<file path="src/rtl/hazard_pkg.sv">
// Shared types for the hazard scoreboard, the core top and operand-mux sizing.
package hazard_pkg;

  // fwd_sel value meaning "take the register-file / ID-stage operand".
  localparam int FWD_REGFILE = 0;

  // Storage width of a tracked destination. Instances use REG_W <= RD_W_MAX;
  // narrower addresses are zero-extended, so unused upper bits never differ.
  localparam int RD_W_MAX = 8;

  // One in-flight instruction past EX.
  typedef struct packed {
    logic                valid;
    logic [RD_W_MAX-1:0] rd;
    logic                we;
    logic                ld;
  } slot_t;

endpackage

</file>
<file path="src/rtl/src_resolve.sv">
// Resolves one EX source operand against every scoreboard slot: picks the
// youngest producer and decides between forwarding from it and stalling.
module src_resolve
  import hazard_pkg::*;
#(
  parameter int REG_W     = 5,
  parameter int DEPTH     = 2,
  parameter int LOAD_LAT  = 1,
  parameter int FWD_EN    = 1,
  parameter int ZERO_SKIP = 1,
  parameter int SEL_W     = 2
) (
  input  logic [REG_W-1:0]  rs_i,
  input  logic              rs_used_i,
  input  slot_t [DEPTH-1:0] slots_i,
  output logic [SEL_W-1:0]  sel_o,
  output logic              stall_req_o
);

  logic             found;
  logic [SEL_W-1:0] prod_k;
  logic             prod_ld;
  logic             ready;
  logic             zero_blk;

  // Address 0 is hardwired zero when ZERO_SKIP is set, so it never matches.
  assign zero_blk = (ZERO_SKIP != 0) && (rs_i == '0);

  // Youngest-producer search: scan oldest to youngest so the smallest k wins.
  always_comb begin
    found   = 1'b0;
    prod_k  = '0;
    prod_ld = 1'b0;
    for (int k = DEPTH; k >= 1; k--) begin
      if (rs_used_i && !zero_blk && slots_i[k-1].valid && slots_i[k-1].we &&
          (slots_i[k-1].rd == RD_W_MAX'(rs_i))) begin
        found   = 1'b1;
        prod_k  = SEL_W'(k);
        prod_ld = slots_i[k-1].ld;
      end
    end
  end

  // Load data becomes forwardable only once it reaches slot LOAD_LAT+1.
  assign ready = !prod_ld || (prod_k >= SEL_W'(LOAD_LAT + 1));

  // Forward when allowed and ready, otherwise request a stall.
  always_comb begin
    sel_o       = SEL_W'(FWD_REGFILE);
    stall_req_o = 1'b0;
    if (FWD_EN != 0) begin
      if (found && ready) begin
        sel_o = prod_k;
      end else begin
        stall_req_o = found;
      end
    end else begin
      stall_req_o = found;
    end
  end

endmodule

</file>
<file path="src/rtl/hazard_scoreboard.sv">
// Hazard scoreboard beside EX: shift register of in-flight writers, per-source
// forward selects, a combined stall and a saturating stall-cycle counter.
module hazard_scoreboard
  import hazard_pkg::*;
#(
  parameter  int REG_W     = 5,
  parameter  int NUM_SRC   = 2,
  parameter  int LOAD_LAT  = 1,
  parameter  int FWD_EN    = 1,
  parameter  int ZERO_SKIP = 1,
  localparam int DEPTH     = LOAD_LAT + 1,
  localparam int SEL_W     = $clog2(DEPTH + 1)
) (
  input  logic                            clk,
  input  logic                            rst,
  input  logic                            ex_valid,
  input  logic                            ex_flush,
  input  logic [REG_W-1:0]                ex_rd,
  input  logic                            ex_we,
  input  logic                            ex_ld,
  input  logic [NUM_SRC-1:0][REG_W-1:0]   ex_rs,
  input  logic [NUM_SRC-1:0]              ex_rs_used,
  output logic                            stall,
  output logic [NUM_SRC-1:0][SEL_W-1:0]   fwd_sel,
  output logic [31:0]                     stall_cnt
);

  // slots_q[k-1] holds slot k; slot 1 is MEM, slot DEPTH is WB.
  slot_t [DEPTH-1:0]  slots_q, slots_d;
  logic [NUM_SRC-1:0] stall_req;
  logic [31:0]        stall_cnt_q;

  for (genvar i = 0; i < NUM_SRC; i++) begin : g_src
    src_resolve #(
      .REG_W    (REG_W),
      .DEPTH    (DEPTH),
      .LOAD_LAT (LOAD_LAT),
      .FWD_EN   (FWD_EN),
      .ZERO_SKIP(ZERO_SKIP),
      .SEL_W    (SEL_W)
    ) u_src_resolve (
      .rs_i       (ex_rs[i]),
      .rs_used_i  (ex_rs_used[i]),
      .slots_i    (slots_q),
      .sel_o      (fwd_sel[i]),
      .stall_req_o(stall_req[i])
    );
  end

  // A killed or empty EX slot never holds the front end.
  assign stall = (|stall_req) && ex_valid && !ex_flush;

  // Next slot contents: EX enters slot 1 only when it advances; older slots always shift.
  always_comb begin
    slots_d    = '0;
    if (ex_valid && !ex_flush && !stall) begin
      slots_d[0].valid = 1'b1;
      slots_d[0].rd    = RD_W_MAX'(ex_rd);
      slots_d[0].we    = ex_we;
      slots_d[0].ld    = ex_ld;
    end
    for (int k = 1; k < DEPTH; k++) begin
      slots_d[k] = slots_q[k-1];
    end
  end

  // Slot register; reset forgets everything in flight.
  always_ff @(posedge clk) begin
    if (rst) begin
      slots_q <= '0;
    end else begin
      slots_q <= slots_d;
    end
  end

  // Saturating count of stalled cycles.
  always_ff @(posedge clk) begin
    if (rst) begin
      stall_cnt_q <= '0;
    end else if (stall && (stall_cnt_q != 32'hFFFF_FFFF)) begin
      stall_cnt_q <= stall_cnt_q + 32'd1;
    end
  end

  assign stall_cnt = stall_cnt_q;

endmodule

</file>
<file path="config.mk">
export PLATFORM = sky130hd
export DESIGN_NAME = hazard_scoreboard
export DESIGN_NICKNAME = d
export VERILOG_FILES = /design/src/rtl/hazard_pkg.sv /design/src/rtl/src_resolve.sv /design/src/rtl/hazard_scoreboard.sv
export SDC_FILE = /design/constraint.sdc
export NUM_CORES = 1
export LEC_CHECK = 0
export CAP_MARGIN = 20
export CELL_PAD_IN_SITES_DETAIL_PLACEMENT = 0
export CELL_PAD_IN_SITES_GLOBAL_PLACEMENT = 2
export CORE_MARGIN = 2
export CORE_UTILIZATION = 28
export DETAILED_ROUTE_END_ITERATION = 12
export PLACE_DENSITY_LB_ADDON = 0.1
export SLEW_MARGIN = 30
export SYNTH_ARGS = -nofsm -noshare
export SYNTH_HDL_FRONTEND = slang
export SYNTH_SLANG_ARGS = --single-unit
</file>
<file path="constraint.sdc">
create_clock -name clk -period 3.3 [get_ports clk]
set_clock_uncertainty 0.15 [all_clocks]
set_input_delay 0.66 -clock clk [delete_from_list [all_inputs] [get_ports clk]]
set_output_delay 0.66 -clock clk [all_outputs]
set_load 0.02 [all_outputs]
</file>
# Yosys cells after proc, flatten, opt, wreduce, memory -nomap -nowiden
# Cells that the tools add are included.
[totals]
out_inout_bits = 37
latchBits = 0
input_bits = 23
mem_bits_rw = 0
rom_bits = 0
mem_count = 0
wordCells = 69
regBits = 54
[op_classes]
eq_ne = 5
n_shift = 0
magnitude_cmp = 2
bitwise_logic = 1
div = 0
n_reduce_logical = 33
mul = 0
n_addsub = 1
n_mux = 17
[op_table]
columns = ["op", "count"]
rows = [
  ["32-bit by 1-bit adder with 32-bit output, second input constant", 1],
  ["8-bit by 5-bit equality test with 1-bit output", 4],
  ["32-bit inequality test, second input constant", 1],
  ["1-bit logical AND", 21],
  ["2-bit 2-to-1 mux", 6],
  ["11-bit 2-to-1 mux", 1],
  ["5-bit zero test", 2],
  ["1-bit 2-to-1 mux", 10],
  ["1-bit zero test", 6],
  ["2-bit >= comparator, second input constant", 2],
  ["2-bit OR reduction", 2],
  ["1-bit logical OR", 2],
  ["1-bit NOT", 1],
]

# Depth between registers and ports, before layout
[depth]
ltp_word = 19
ltp_mapped = 8
mapped_depth_nobuf = 7

# Modules after synthesis
# A second synthesis with hierarchy kept.
[unflattened]
cells_unflattened = 294
area_unflattened_um2 = 2558.7
[by_module_without_submodules]
columns = ["module", "area_each_um2", "instances", "cells_per_inst"]
rows = [
  ["hazard_scoreboard", 2170.8, 1, 248],
  ["src_resolve", 193.9, 2, 23],
]

# Worst setup path before layout
# No wires, ideal clock.
[synth_path]
kind = "input port to output port"
from = "input port ex_rs[5] (netlist name)"
to = "output port fwd_sel[3] (netlist name)"
arrival_ns = 1.996
path_slack_ns = 0.494
cell_stages = 4
cell_sequence = "or4_1 > o21ai_2 > nor3_4 > nor3_1"
[synth_lines]
columns = ["element", "line", "rtl"]
rows = [
  ["start: declaration", "hazard_scoreboard.sv:21", "input logic [NUM_SRC-1:0][REG_W-1:0] ex_rs,"],
  ["end: declaration", "hazard_scoreboard.sv:24", "output logic [NUM_SRC-1:0][SEL_W-1:0] fwd_sel,"],
]

==> results.cfg <==
[setup_path]
path_cells = clkdlybuf4s50_1 -> buf_4 -> xnor2_1 -> nand4_1 -> nor4_1 -> dlygate4sd2_1
worstPathRequired_ps = 2490
critical_path.max_fanout = 2
slowest_delay_ps = 490
slowest_stage = clkdlybuf4s50_1
critical_path_class = in -> out
critPathLaunchType = primary input
worstPathArrival_ps = 2380
cp-end-kind = output port

[timing]
rsz0062_at_grt = false
relSlewSlack_pct = 62.7
fin_crit_sh_pct = 96.6
hold_viol = 0
finalSetupViolations = 0
finalSetupTns_ps = 0
fmax_ghz = 0.314
worst_pin_slew_ps = 554
slew_viol_final = 0
period_minus_slack_ps = 3190

[clock_network]
post_cts_buffers = 0
cts.sinks = 47
ctsLongestPathBuffers = 2
cts_inserted_buffers = 5
clkTransAtPathRegs_ps = 90
cts_tree = done
htreeDepth = 2
cts_root_buf = clkbuf_8
postCtsHoldBufs = 0
clkLatencyLatePin_ps = 300

[power_and_ir_drop]
p_switching_w = 0.000233
p_leak_nw = 1.12
finalPower_w = 0.00100
p_comb_share_pct = 8.0
sw_frac_of_total_pct = 23.3
p_clk_share_pct = 34.6
intPower_w = 0.000768
powerDensity_mw_per_mm2 = 301
max-vdd-ir-drop_uv = 126
seqPwrFrac_pct = 57.4

[global_route]
grt_pass1_vias = 2214
grt_pass1_wl_mm = 10.9
grt_max_degree = 33
overflow = 0
antenna_found_initial = 0
grt_use_total_pct = 14.1

[route]
dr.pass1.iters = 4
vias = 2290
dr.max_layer_used = met4
drc_errors = 0
drt_wl_total_mm = 6.61
routed_via_density = 4.95
met1Wirelength_mm = 3.12
drt-initial-drc-count = 100
wl_per_cell_um = 14.3
route.met3.wl_um = 271
drtAntennaViolNets = 0
met2_length_mm = 3.14

[floorplanning]
die_w_um = 97.4
design.core.area_mm2 = 0.00859
num_io_pins = 60
initial_utilization_pct = 28.4
die_area_mm2 = 0.00948
die_h_um = 97.4
rows = 34

[worst_hold_path]
hp-class = reg -> reg

[cells_and_area]
synthToLayoutAreaGrowth_pct = 36.3
finalInstanceArea_mm2 = 0.00333
diodes = 0
final_cell_count_no_fill = 463
fin_util_pct = 38.7
layout-drive-gt1-share_pct = 13.2
fin_nets = 378

[synthesis]
ys_seq_area_share_pct = 38.5
synthFlopType = dfxtp_1
syn_nets = 301
ys.warnings.count = 0
async_flop_share_pct = 0
syn-cell-area_mm2 = 0.00244
ys_top_cells_by_area = dfxtp_1 (39%), a21oi_1 (4.9%), xnor2_1 (4.3%)
synth_area_per_cell_um2 = 8.81
ys_ff_latch = 47
synthCells = 277
synth_top_area_share_pct = 38.5
synth_edf_count = 0
yosysMostFrequentCell = dfxtp_1
synthTopCellsByCount = dfxtp_1 (47), a21oi_1 (24), nand2_1 (19), or3_1 (15), nor2b_1 (13)
synth_top_area_cell = dfxtp_1
ys_types = 41

[place]
place.gp.congestion = 0.856
placed_area_mm2 = 0.00326
dp_cells = 455
io_buffer_count = 59
dpl.hpwl_mm = 5.03

[job]
maxCapViolCount = 0

[outcome]
outcome = finished, final reports clean
[area by class of cell]
class | count | area (µm²)
Clock buffer | 7 | 76.3
Inverter | 7 | 26.3
Tap cell | 108 | 135
Sequential cell | 47 | 941
Fill cell | 878 | 5270
Multi-Input combinational cell | 212 | 1410
Clock inverter | 1 | 5.00
Timing Repair Buffer | 81 | 738
[worst paths after layout]
check / endpoint / depth (start not counted) / from / slack [ps]
setup reg to reg: stall_cnt[31]$_SDFFE_PP0P_ / 7 / slots_d[15]$_SDFF_PP0_ / 830
hold reg to reg: slots_q[21]$_SDFF_PP0_ / 1 / slots_d[21]$_SDFF_PP0_ / 330
setup / recovery: fwd_sel[0] / 6 / ex_rs[3] / 110
hold / removal: slots_q[21]$_SDFF_PP0_ / 1 / slots_d[21]$_SDFF_PP0_ / 330
[metrics by stage]
step / setup WS (ps) / hold WS (ps)
after floorplan: 494 / 309
after global placement: -350 / 326
after detailed placement: -339 / 333
after CTS: 10.9 / 336
after global routing: 25.9 / 351
final: 113 / 332
[critical path: cells and delay by family]
family	cells	cell delay, ps
AND/OR/NAND/NOR	2	600
buffers and inverters	3	1010
XOR/XNOR	1	110
[state kept, by name, indices dropped and copies added (netlist names)]
name and flops:
slots_d 8, slots_q 7, stall_cnt 32
[cells by family after synthesis]
group | after synthesis | synth area share, %
AO/OA/AOI/OAI | 54 | 13.7
XOR/XNOR | 21 | 7.53
adder cells (fa/ha/maj) | 1 | 0.512
buffers and inverters | 18 | 4.05
flip-flops | 47 | 38.5
multiplexers | 7 | 3.18
AND/OR/NAND/NOR | 129 | 32.5
[cell usage in the layout (no fill, tap or decap), types with 10 or more instances in the layout]
| cell type | instances |
|---|---|
| xnor2_1 | 12 |
| nand3_1 | 11 |
| a21oi_1 | 24 |
| dfxtp_1 | 47 |
| nand2_1 | 19 |
| or4_1 | 12 |
| buf_4 | 22 |
| nor2b_1 | 13 |
| clkdlybuf4s50_1 | 54 |
| or3_1 | 15 |
| nor2_1 | 11 |
| o31ai_1 | 10 |
[power by group through the flow]
stage                     Clock (W)  Sequential [W]  Combinational [W]
after floorplan                   0        0.000587          0.0000308
after global placement            0        0.000589          0.0000806
after detailed placement          0        0.000588          0.0000816
after CTS                  0.000367        0.000575          0.0000819
after global routing       0.000393        0.000576          0.0000876
final                      0.000346        0.000575          0.0000804
[repair_timing]
action | in CTS | in global routing
resized for setup | 13 | 3
pin swaps | 2 | 1
setup endpoints to repair | 5 | 2
[metal layers]
layer / track usage, % / up-vias
met2: 23.6 / 47
met3: 3.38 / 7
met5: 0 / -
met4: 3.95 / 0
li1: - / 1167
met1: 18.1 / 1069
Power figures use the tool's default switching activity.
